`src/rtl/reg_file_32x32.sv`:
```
// 32-entry register bank with one-hot write select and two registered read ports.
// Multi-hot selects are dropped and flagged; reads bypass same-edge legal writes.
module reg_file_32x32 #(
    parameter int DATA_W   = 32,
    parameter bit ZERO_REG = 1'b1
) (
    input  logic              clk,
    input  logic              reset,
    input  logic [31:0]       wr_sel,
    input  logic [DATA_W-1:0] wr_data,
    input  logic              rd_en,
    input  logic [4:0]        rd_addr_a,
    input  logic [4:0]        rd_addr_b,
    output logic [DATA_W-1:0] rd_data_a,
    output logic [DATA_W-1:0] rd_data_b,
    output logic              rd_valid,
    output logic              wr_err
);

    logic [DATA_W-1:0] r_mem [32];
    logic [DATA_W-1:0] r_rd_a;
    logic [DATA_W-1:0] r_rd_b;
    logic              r_valid;
    logic              r_err;

    logic              w_multi;
    logic [31:0]       w_wr_en;
    logic [DATA_W-1:0] w_rd_a;
    logic [DATA_W-1:0] w_rd_b;

    // Multi-hot: clearing the lowest set bit still leaves a bit set
    assign w_multi = |(wr_sel & (wr_sel - 32'd1));

    // Per-entry write enable; illegal selects and the zero entry never write
    always_comb begin
        w_wr_en = w_multi ? 32'd0 : wr_sel;
        if (ZERO_REG) begin
            w_wr_en[0] = 1'b0;
        end
    end

    // Write-first read muxes: a legal same-edge write wins over storage
    always_comb begin
        w_rd_a = w_wr_en[rd_addr_a] ? wr_data : r_mem[rd_addr_a];
        w_rd_b = w_wr_en[rd_addr_b] ? wr_data : r_mem[rd_addr_b];
    end

    // Storage update
    always_ff @(posedge clk or posedge reset) begin
        if (reset) begin
            for (int i = 0; i < 32; i++) begin
                r_mem[i] <= '0;
            end
        end else begin
            for (int i = 0; i < 32; i++) begin
                if (w_wr_en[i]) begin
                    r_mem[i] <= wr_data;
                end
            end
        end
    end

    // Read output registers; data holds when no read is requested
    always_ff @(posedge clk or posedge reset) begin
        if (reset) begin
            r_rd_a  <= '0;
            r_rd_b  <= '0;
            r_valid <= 1'b0;
        end else begin
            r_valid <= rd_en;
            if (rd_en) begin
                r_rd_a <= w_rd_a;
                r_rd_b <= w_rd_b;
            end
        end
    end

    // Error pulse follows each edge that sampled a multi-hot select
    always_ff @(posedge clk or posedge reset) begin
        if (reset) begin
            r_err <= 1'b0;
        end else begin
            r_err <= w_multi;
        end
    end

    assign rd_data_a = r_rd_a;
    assign rd_data_b = r_rd_b;
    assign rd_valid  = r_valid;
    assign wr_err    = r_err;

endmodule

```
`config.mk`:
```
export PLATFORM = sky130hd
export DESIGN_NAME = reg_file_32x32
export DESIGN_NICKNAME = d
export VERILOG_FILES = /design/src/rtl/reg_file_32x32.sv
export SDC_FILE = /design/constraint.sdc
export NUM_CORES = 2
export LEC_CHECK = 0
export CORE_MARGIN = 5
export CORE_UTILIZATION = 61
export CTS_BUF_LIST = sky130_fd_sc_hd__clkbuf_16
export DETAILED_ROUTE_END_ITERATION = 6
export GPL_ROUTABILITY_DRIVEN = 0
export PLACE_DENSITY_LB_ADDON = 0.3
export SLEW_MARGIN = 25
export SYNTH_ARGS = -nofsm -noshare
export SYNTH_HDL_FRONTEND = slang
export SYNTH_SLANG_ARGS = --single-unit
```
`constraint.sdc`:
```
create_clock -name clk -period 66.1 [get_ports clk]
set_clock_uncertainty 0.15 [all_clocks]
set_input_delay 6.61 -clock clk [delete_from_list [all_inputs] [get_ports clk]]
set_output_delay 6.61 -clock clk [all_outputs]
set_load 0.05 [all_outputs]
```
Yosys cells after proc, flatten, opt, wreduce, memory -nomap -nowiden

Index checks and enable logic that the tools add are counted.

Bits in registers: 1058
Bits in latches: 0
Memory bits (writable): 0
Bits in read-only memories: 0
Input bits: 77
Memories kept: 0

Add/subtract/negate cells: 1
Multipliers: 0
Div/mod/pow operators: 0
Order comparisons: 4
Eq/ne operators: 0
Shift-type cells: 0
Multiplexer cells: 13
Bitwise gates (word level): 3
Reductions and logical operators: 1

Operators by type and width:

| kind                  | number |
|---|---|
| $bmux 32 s5           | 2 |
| $mux 32               | 7 |
| $and 32x32->32        | 1 |
| $reduce_or 32->1      | 1 |
| $sub 32x1->32 const B | 1 |
| $ge 6x6->1 const B    | 2 |
| $lt 5x6->1 const B    | 2 |
| $not 5->6             | 2 |
| $bmux 1 s5            | 2 |
| $mux 1                | 2 |

Depth between registers and ports, before layout

Word-level depth: 7
Gate-level depth with buffers: 11
Gate-level depth less buffers: 8

Worst setup path before layout

No wires, ideal clock.

Path type: input -> register
From: in rd_addr_a[0]
To: reg r_rd_a[10] (netlist: rd_data_a[10])
Setup time: 0.126 ns
Data arrival time: 9.550 ns
Data required time: 65.824 ns
Path slack: 56.274 ns
Stages: 8
Cells stage by stage: clkbuf_1 buf_1 clkbuf_1 mux4_2 mux4_2 mux2i_1 a211oi_1 a221o_1

Word-level cells in the longest chain between the ends: 5
Elaborated cells on any way between the ends: 7

RTL lines:

| item                                        | RTL line | RTL |
|---|---|---|
| start: declaration                          | 12       | `input logic [4:0] rd_addr_a,` |
| $not 5->6 (implied by the code)             | 44       | `w_rd_a = w_wr_en[rd_addr_a] ? wr_data : r_mem[rd_addr_a];` |
| $bmux 32 s5                                 | 44       |  |
| $mux 32 (implied by the code) (2 in series) | 44       |  |
| $mux 32 *                                   | 44       |  |
| end signal: assignment                      | 72       | `r_rd_a <= w_rd_a;` |
| end: declaration                            | 21       | `logic [DATA_W-1:0] r_rd_a;` |

Mark *: on every way between the ends. The rest lies on a longest branch, timed or not. The select of a mux whose other input is x is not followed.
A chain may end at the register's enable or synchronous reset.

Worst setup path after layout

From: in wr_sel[9]
To: reg r_mem[938] (netlist bit)

Word-level cells in the longest chain between the ends: 4

RTL lines:

| item                           | RTL line | RTL |
|---|---|---|
| start: declaration             | 9        | `input logic [31:0] wr_sel,` |
| $sub 32x1->32                  | 32       | `assign w_multi = \|(wr_sel & (wr_sel - 32'd1));` |
| $and 32x32->32 *               | 32       |  |
| $reduce_or 32->1 *             | 32       |  |
| $mux 32 *                      | 36       | `w_wr_en = w_multi ? 32'd0 : wr_sel;` |
| end signal: indexed assignment | 57       | `r_mem[i] <= wr_data;` |
| end: declaration               | 20       | `logic [DATA_W-1:0] r_mem [32];` |

Mark *: on every way between the ends. The rest lies on a longest branch, timed or not.

==> results_tabular.tex <==
\begin{tabular}{lr}
\hline
Metric & Value \\
\hline
\multicolumn{2}{l}{\textbf{Placement}} \\
\quad Placed insts & about 4700 \\
\quad I/O Buffers & about 140 \\
\quad Worst-case setup slack after placement & 53.64 ns \\
\quad Area post-placement & roughly 60000 um\^{}2 \\
\quad Post-detail-place hpwl & approximately 90000 um \\
\multicolumn{2}{l}{\textbf{Power}} \\
\quad Switching Power & about 0.34 mW \\
\quad Total power after layout & 1.36 mW \\
\quad Part of the power in the clock network & between 40 and 50\% \\
\quad Net switching share of the total power & 24.9\% \\
\quad Internal Power & 1.02 mW \\
\quad Power per Cell Area & 21.9 nW/um\^{}2 \\
\quad VDD IR max & roughly 0.000019 V \\
\quad Reg power frac & between 40\% and 50\% \\
\quad Static Leakage & a little under 30 nW \\
\quad Power share of the combinational group & about 7.6\% \\
\multicolumn{2}{l}{\textbf{Die}} \\
\quad Count of pins on the block boundary & 143 \\
\quad Effective utilization at floorplan & between 60\% and 70\% \\
\quad Die Outline Area & approximately 99000 um\^{}2 \\
\quad Row cnt & roughly 110 \\
\quad Height of the chip & approximately 310 um \\
\quad Core region area & between 90000 and 100000 um\^{}2 \\
\quad X dimension of the die & about 310 um \\
\multicolumn{2}{l}{\textbf{Clock network}} \\
\quad Maximum level of the CTS H-tree & 3 \\
\quad Setup bufs post-CTS & 0 \\
\quad Num Clock Sinks & approximately 1100 \\
\quad Clock latency on the worst-skew pair & 0.69 ns \\
\quad Number of buffers inserted for hold repair after clock tree synthesis & 0 \\
\quad Maximum clock insertion buffer count & 3 \\
\quad Register clock-pin slew on the reported worst setup and hold paths & 0.06 ns \\
\quad Clock root buffer & sky130\_fd\_sc\_hd\_\_clkbuf\_16 \\
\quad Clock tree from TritonCTS & built \\
\quad Post-cts repair resize count & 0 \\
\quad Number of CTS-inserted buffers & 111 \\
\multicolumn{2}{l}{\textbf{Setup path}} \\
\quad Worst setup path startpoint & wr\_sel[9] \\
\quad Kind of critical path & input pin to flop \\
\quad Signal arrival time at the worst endpoint & about 12 ns \\
\quad Worst reg2reg path startpoint & r\_mem[2] \\
\quad Crit end category & flop \\
\quad Worst setup endpoint & r\_mem[938] \\
\quad Internal reg-to-reg setup slack & 63.63 ns \\
\quad Maximum fanout along the worst path & between 50 and 60 \\
\quad Crit start category & input pin \\
\quad Count of cells along the worst register-to-register path & 5 \\
\quad Required @ worst endpoint & about 67 ns \\
\quad R2R Path End & rd\_data\_a[2] \\
\multicolumn{2}{l}{\textbf{Run status}} \\
\quad Status & finished, final reports clean \\
\multicolumn{2}{l}{\textbf{STA}} \\
\quad Setup Viol. Count Final & 0 \\
\quad Min Clock Period, post-route & 11.63 ns \\
\quad Final hold slack & between 0.3 and 0.4 ns \\
\quad Final count of pins violating max slew & 0 \\
\quad Final critical-path share of the clock period & between 10\% and 20\% \\
\quad RSZ-0062 raised after global routing & false \\
\quad Final-layout setup total negative slack & 0 ns \\
\quad Slew at the pin closest to its max-slew limit & around 1.1 ns \\
\quad Worst rel slew slack & approximately a quarter \\
\quad Final worst-path setup slack & between 50 and 60 ns \\
\quad Number of hold violations in the final report & 0 \\
\quad Highest clock rate & between 80 and 90 MHz \\
\multicolumn{2}{l}{\textbf{Routing}} \\
\quad Number of design-rule violations left by the first detailed-router iteration & 3977 \\
\quad DR WL/cell & roughly 34 um \\
\quad Average via count per standard cell & 7.38 \\
\quad Residual DRC count & 0 \\
\quad Via count & $\sim$36000 \\
\quad Post-DRT Antenna Nets & 0 \\
\quad Final Routed Wirelength & between 150000 and 200000 um \\
\quad Detailed Routing Iterations Pass 1 & 6 \\
\multicolumn{2}{l}{\textbf{Layout}} \\
\quad Post-layout instance area & between 60000 and 70000 um\^{}2 \\
\quad Count of non-filler cells in the finished layout & approximately 5000 \\
\quad Final core occ & 67.6\% \\
\quad Filler instances & roughly 6000 \\
\quad Syn-to-layout area delta & 9.95\% \\
\quad Total Nets Final & around 3600 \\
\quad Multi-input combinational cell area & $\sim$29000 um\^{}2 \\
\quad Share of final-layout standard cells stronger than drive strength 1 & between 50\% and 60\% \\
\quad Register area & about 26000 um\^{}2 \\
\multicolumn{2}{l}{\textbf{Yosys}} \\
\quad Average cell area after synthesis & roughly 16 um\^{}2 \\
\quad Mapped cell area & 56500 um\^{}2 \\
\quad Sequential share of the synthesized area & $\sim$47\% \\
\quad Share of flip-flops with an asynchronous set or reset & 100\% \\
\quad Syn nets & approximately 3700 \\
\quad Total of warnings raised by yosys & 0 \\
\quad Count of cell types in the netlist & 43 \\
\quad Top\_reg\_cell synth & sky130\_fd\_sc\_hd\_\_dfrtp\_1 \\
\quad Count of flip-flops with a built-in enable after synthesis & 0 \\
\quad Post-synthesis instance total & $\sim$3600 \\
\quad Yosys reg bits & between 1000 and 1500 \\
\multicolumn{2}{l}{\textbf{Global routing}} \\
\quad Total global-route track usage & 33.9\% \\
\quad Sum of overflow across all layers after global routing & 0 \\
\quad Antenna violations before repair & 3 \\
\quad Via count of the first global-routing pass & $\sim$39000 \\
\quad Largest net degree at the start of global routing & about 190 \\
\quad Global-route wire length before repair & $\sim$250000 um \\
\multicolumn{2}{l}{\textbf{Flow run}} \\
\quad Max-capacitance violation count & 0 \\
\multicolumn{2}{l}{\textbf{Min path}} \\
\quad Tightest Hold Check Type & flop to flop \\
\quad Launch instance of the worst min-delay path & rd\_data\_a[10] \\
\hline
\end{tabular}
## cells in the final DEF, fill, tap and decap left out, drive strengths merged, types with 44 or more instances in the layout
master            n
a22o             66
buf             126
clkbuf          116
clkdlybuf4s50    99
clkinv           53
dfrtp          1058
mux2           1058
mux2i            99
mux4            558
nor2             44
## how the worst min path moves through the flow
stage                    endpoint  slack, ns  depth (start not counted)
finish              rd_data_a[10]       0.37                          1
global route        rd_data_a[10]       0.38                          1
CTS                 rd_data_a[10]       0.37                          1
detailed placement  rd_data_a[19]       0.35                          1
global placement       r_mem[694]       0.35                          1
floorplan              r_mem[926]       0.34                          1
## power groups by stage
stage,Sequential (mW),Clock [mW],Combinational [mW]
floorplan,0.671,0,0.0585
global placement,0.663,0,0.102
detailed placement,0.663,0,0.103
CTS,0.652,0.607,0.103
global route,0.651,0.634,0.109
finish,0.652,0.603,0.104
## worst max-delay path, cell delays in order
cell and delay [ns]:
sky130_fd_sc_hd__clkdlybuf4s50_1 0.52, sky130_fd_sc_hd__nor4_1 0.73, sky130_fd_sc_hd__nand4_1 0.47, sky130_fd_sc_hd__o32ai_1 0.44, sky130_fd_sc_hd__nand2_1 0.16, sky130_fd_sc_hd__nor4_4 0.62
sky130_fd_sc_hd__buf_4 0.75, sky130_fd_sc_hd__buf_4 0.54, sky130_fd_sc_hd__nand2_2 0.36, sky130_fd_sc_hd__buf_4 0.41, sky130_fd_sc_hd__mux2_2 0.34
## state kept, by name, summed over array words and instances, names as in the netlist
signal     flops
rd_data_a     32
wr_err         1
rd_data_b     32
r_mem        992
rd_valid       1
## layout make-up
type                            count  area share [%]
Clock buffer                      116            4.68
Sequential cell                  1058            42.7
Clock inverter                     91           0.917
Tap cell                         1243            2.51
Antenna cell                        3          0.0121
Inverter                            5          0.0524
Multi-Input combinational cell   2160            46.0
Timing Repair Buffer              225            3.22
## routing by layer
layer / share of wire [%] / up-vias / track usage (%)
met3: 8.4 / 599 / 6.84
met2: 49 / 2002 / 55.2
met1: 37 / 19400 / 44.5
met4: 5.9 / 2 / 16.5
li1: - / 14100 / -
met5: 0.0048 / - / 0
## cells in the mapped netlist (33+ instances only)
cell type,count,area share (%)
sky130_fd_sc_hd__dfrtp_1,1058,47
sky130_fd_sc_hd__mux2_2,1058,21
sky130_fd_sc_hd__mux4_2,558,22
sky130_fd_sc_hd__clkbuf_1,222,1.5
sky130_fd_sc_hd__buf_1,133,0.88
sky130_fd_sc_hd__mux2i_1,99,1.8
sky130_fd_sc_hd__a22o_1,66,1.0
sky130_fd_sc_hd__nor2_1,44,0.29
sky130_fd_sc_hd__buf_2,41,0.36
sky130_fd_sc_hd__nand2_1,40,0.27
sky130_fd_sc_hd__o21ai_0,40,0.35
sky130_fd_sc_hd__nand3_1,37,0.33
sky130_fd_sc_hd__a211oi_1,36,0.48
sky130_fd_sc_hd__a22oi_1,34,0.45
sky130_fd_sc_hd__a221o_1,33,0.59
sky130_fd_sc_hd__o21a_1,33,0.44
## logic make-up after synthesis
group	synth area share [%]
flops	46.9
compound gates	3.85
buf+inv	2.78
simple gates	1.32
mux	45.1
fa+ha+maj	0.0355
(Power assumes the default switching activity.)
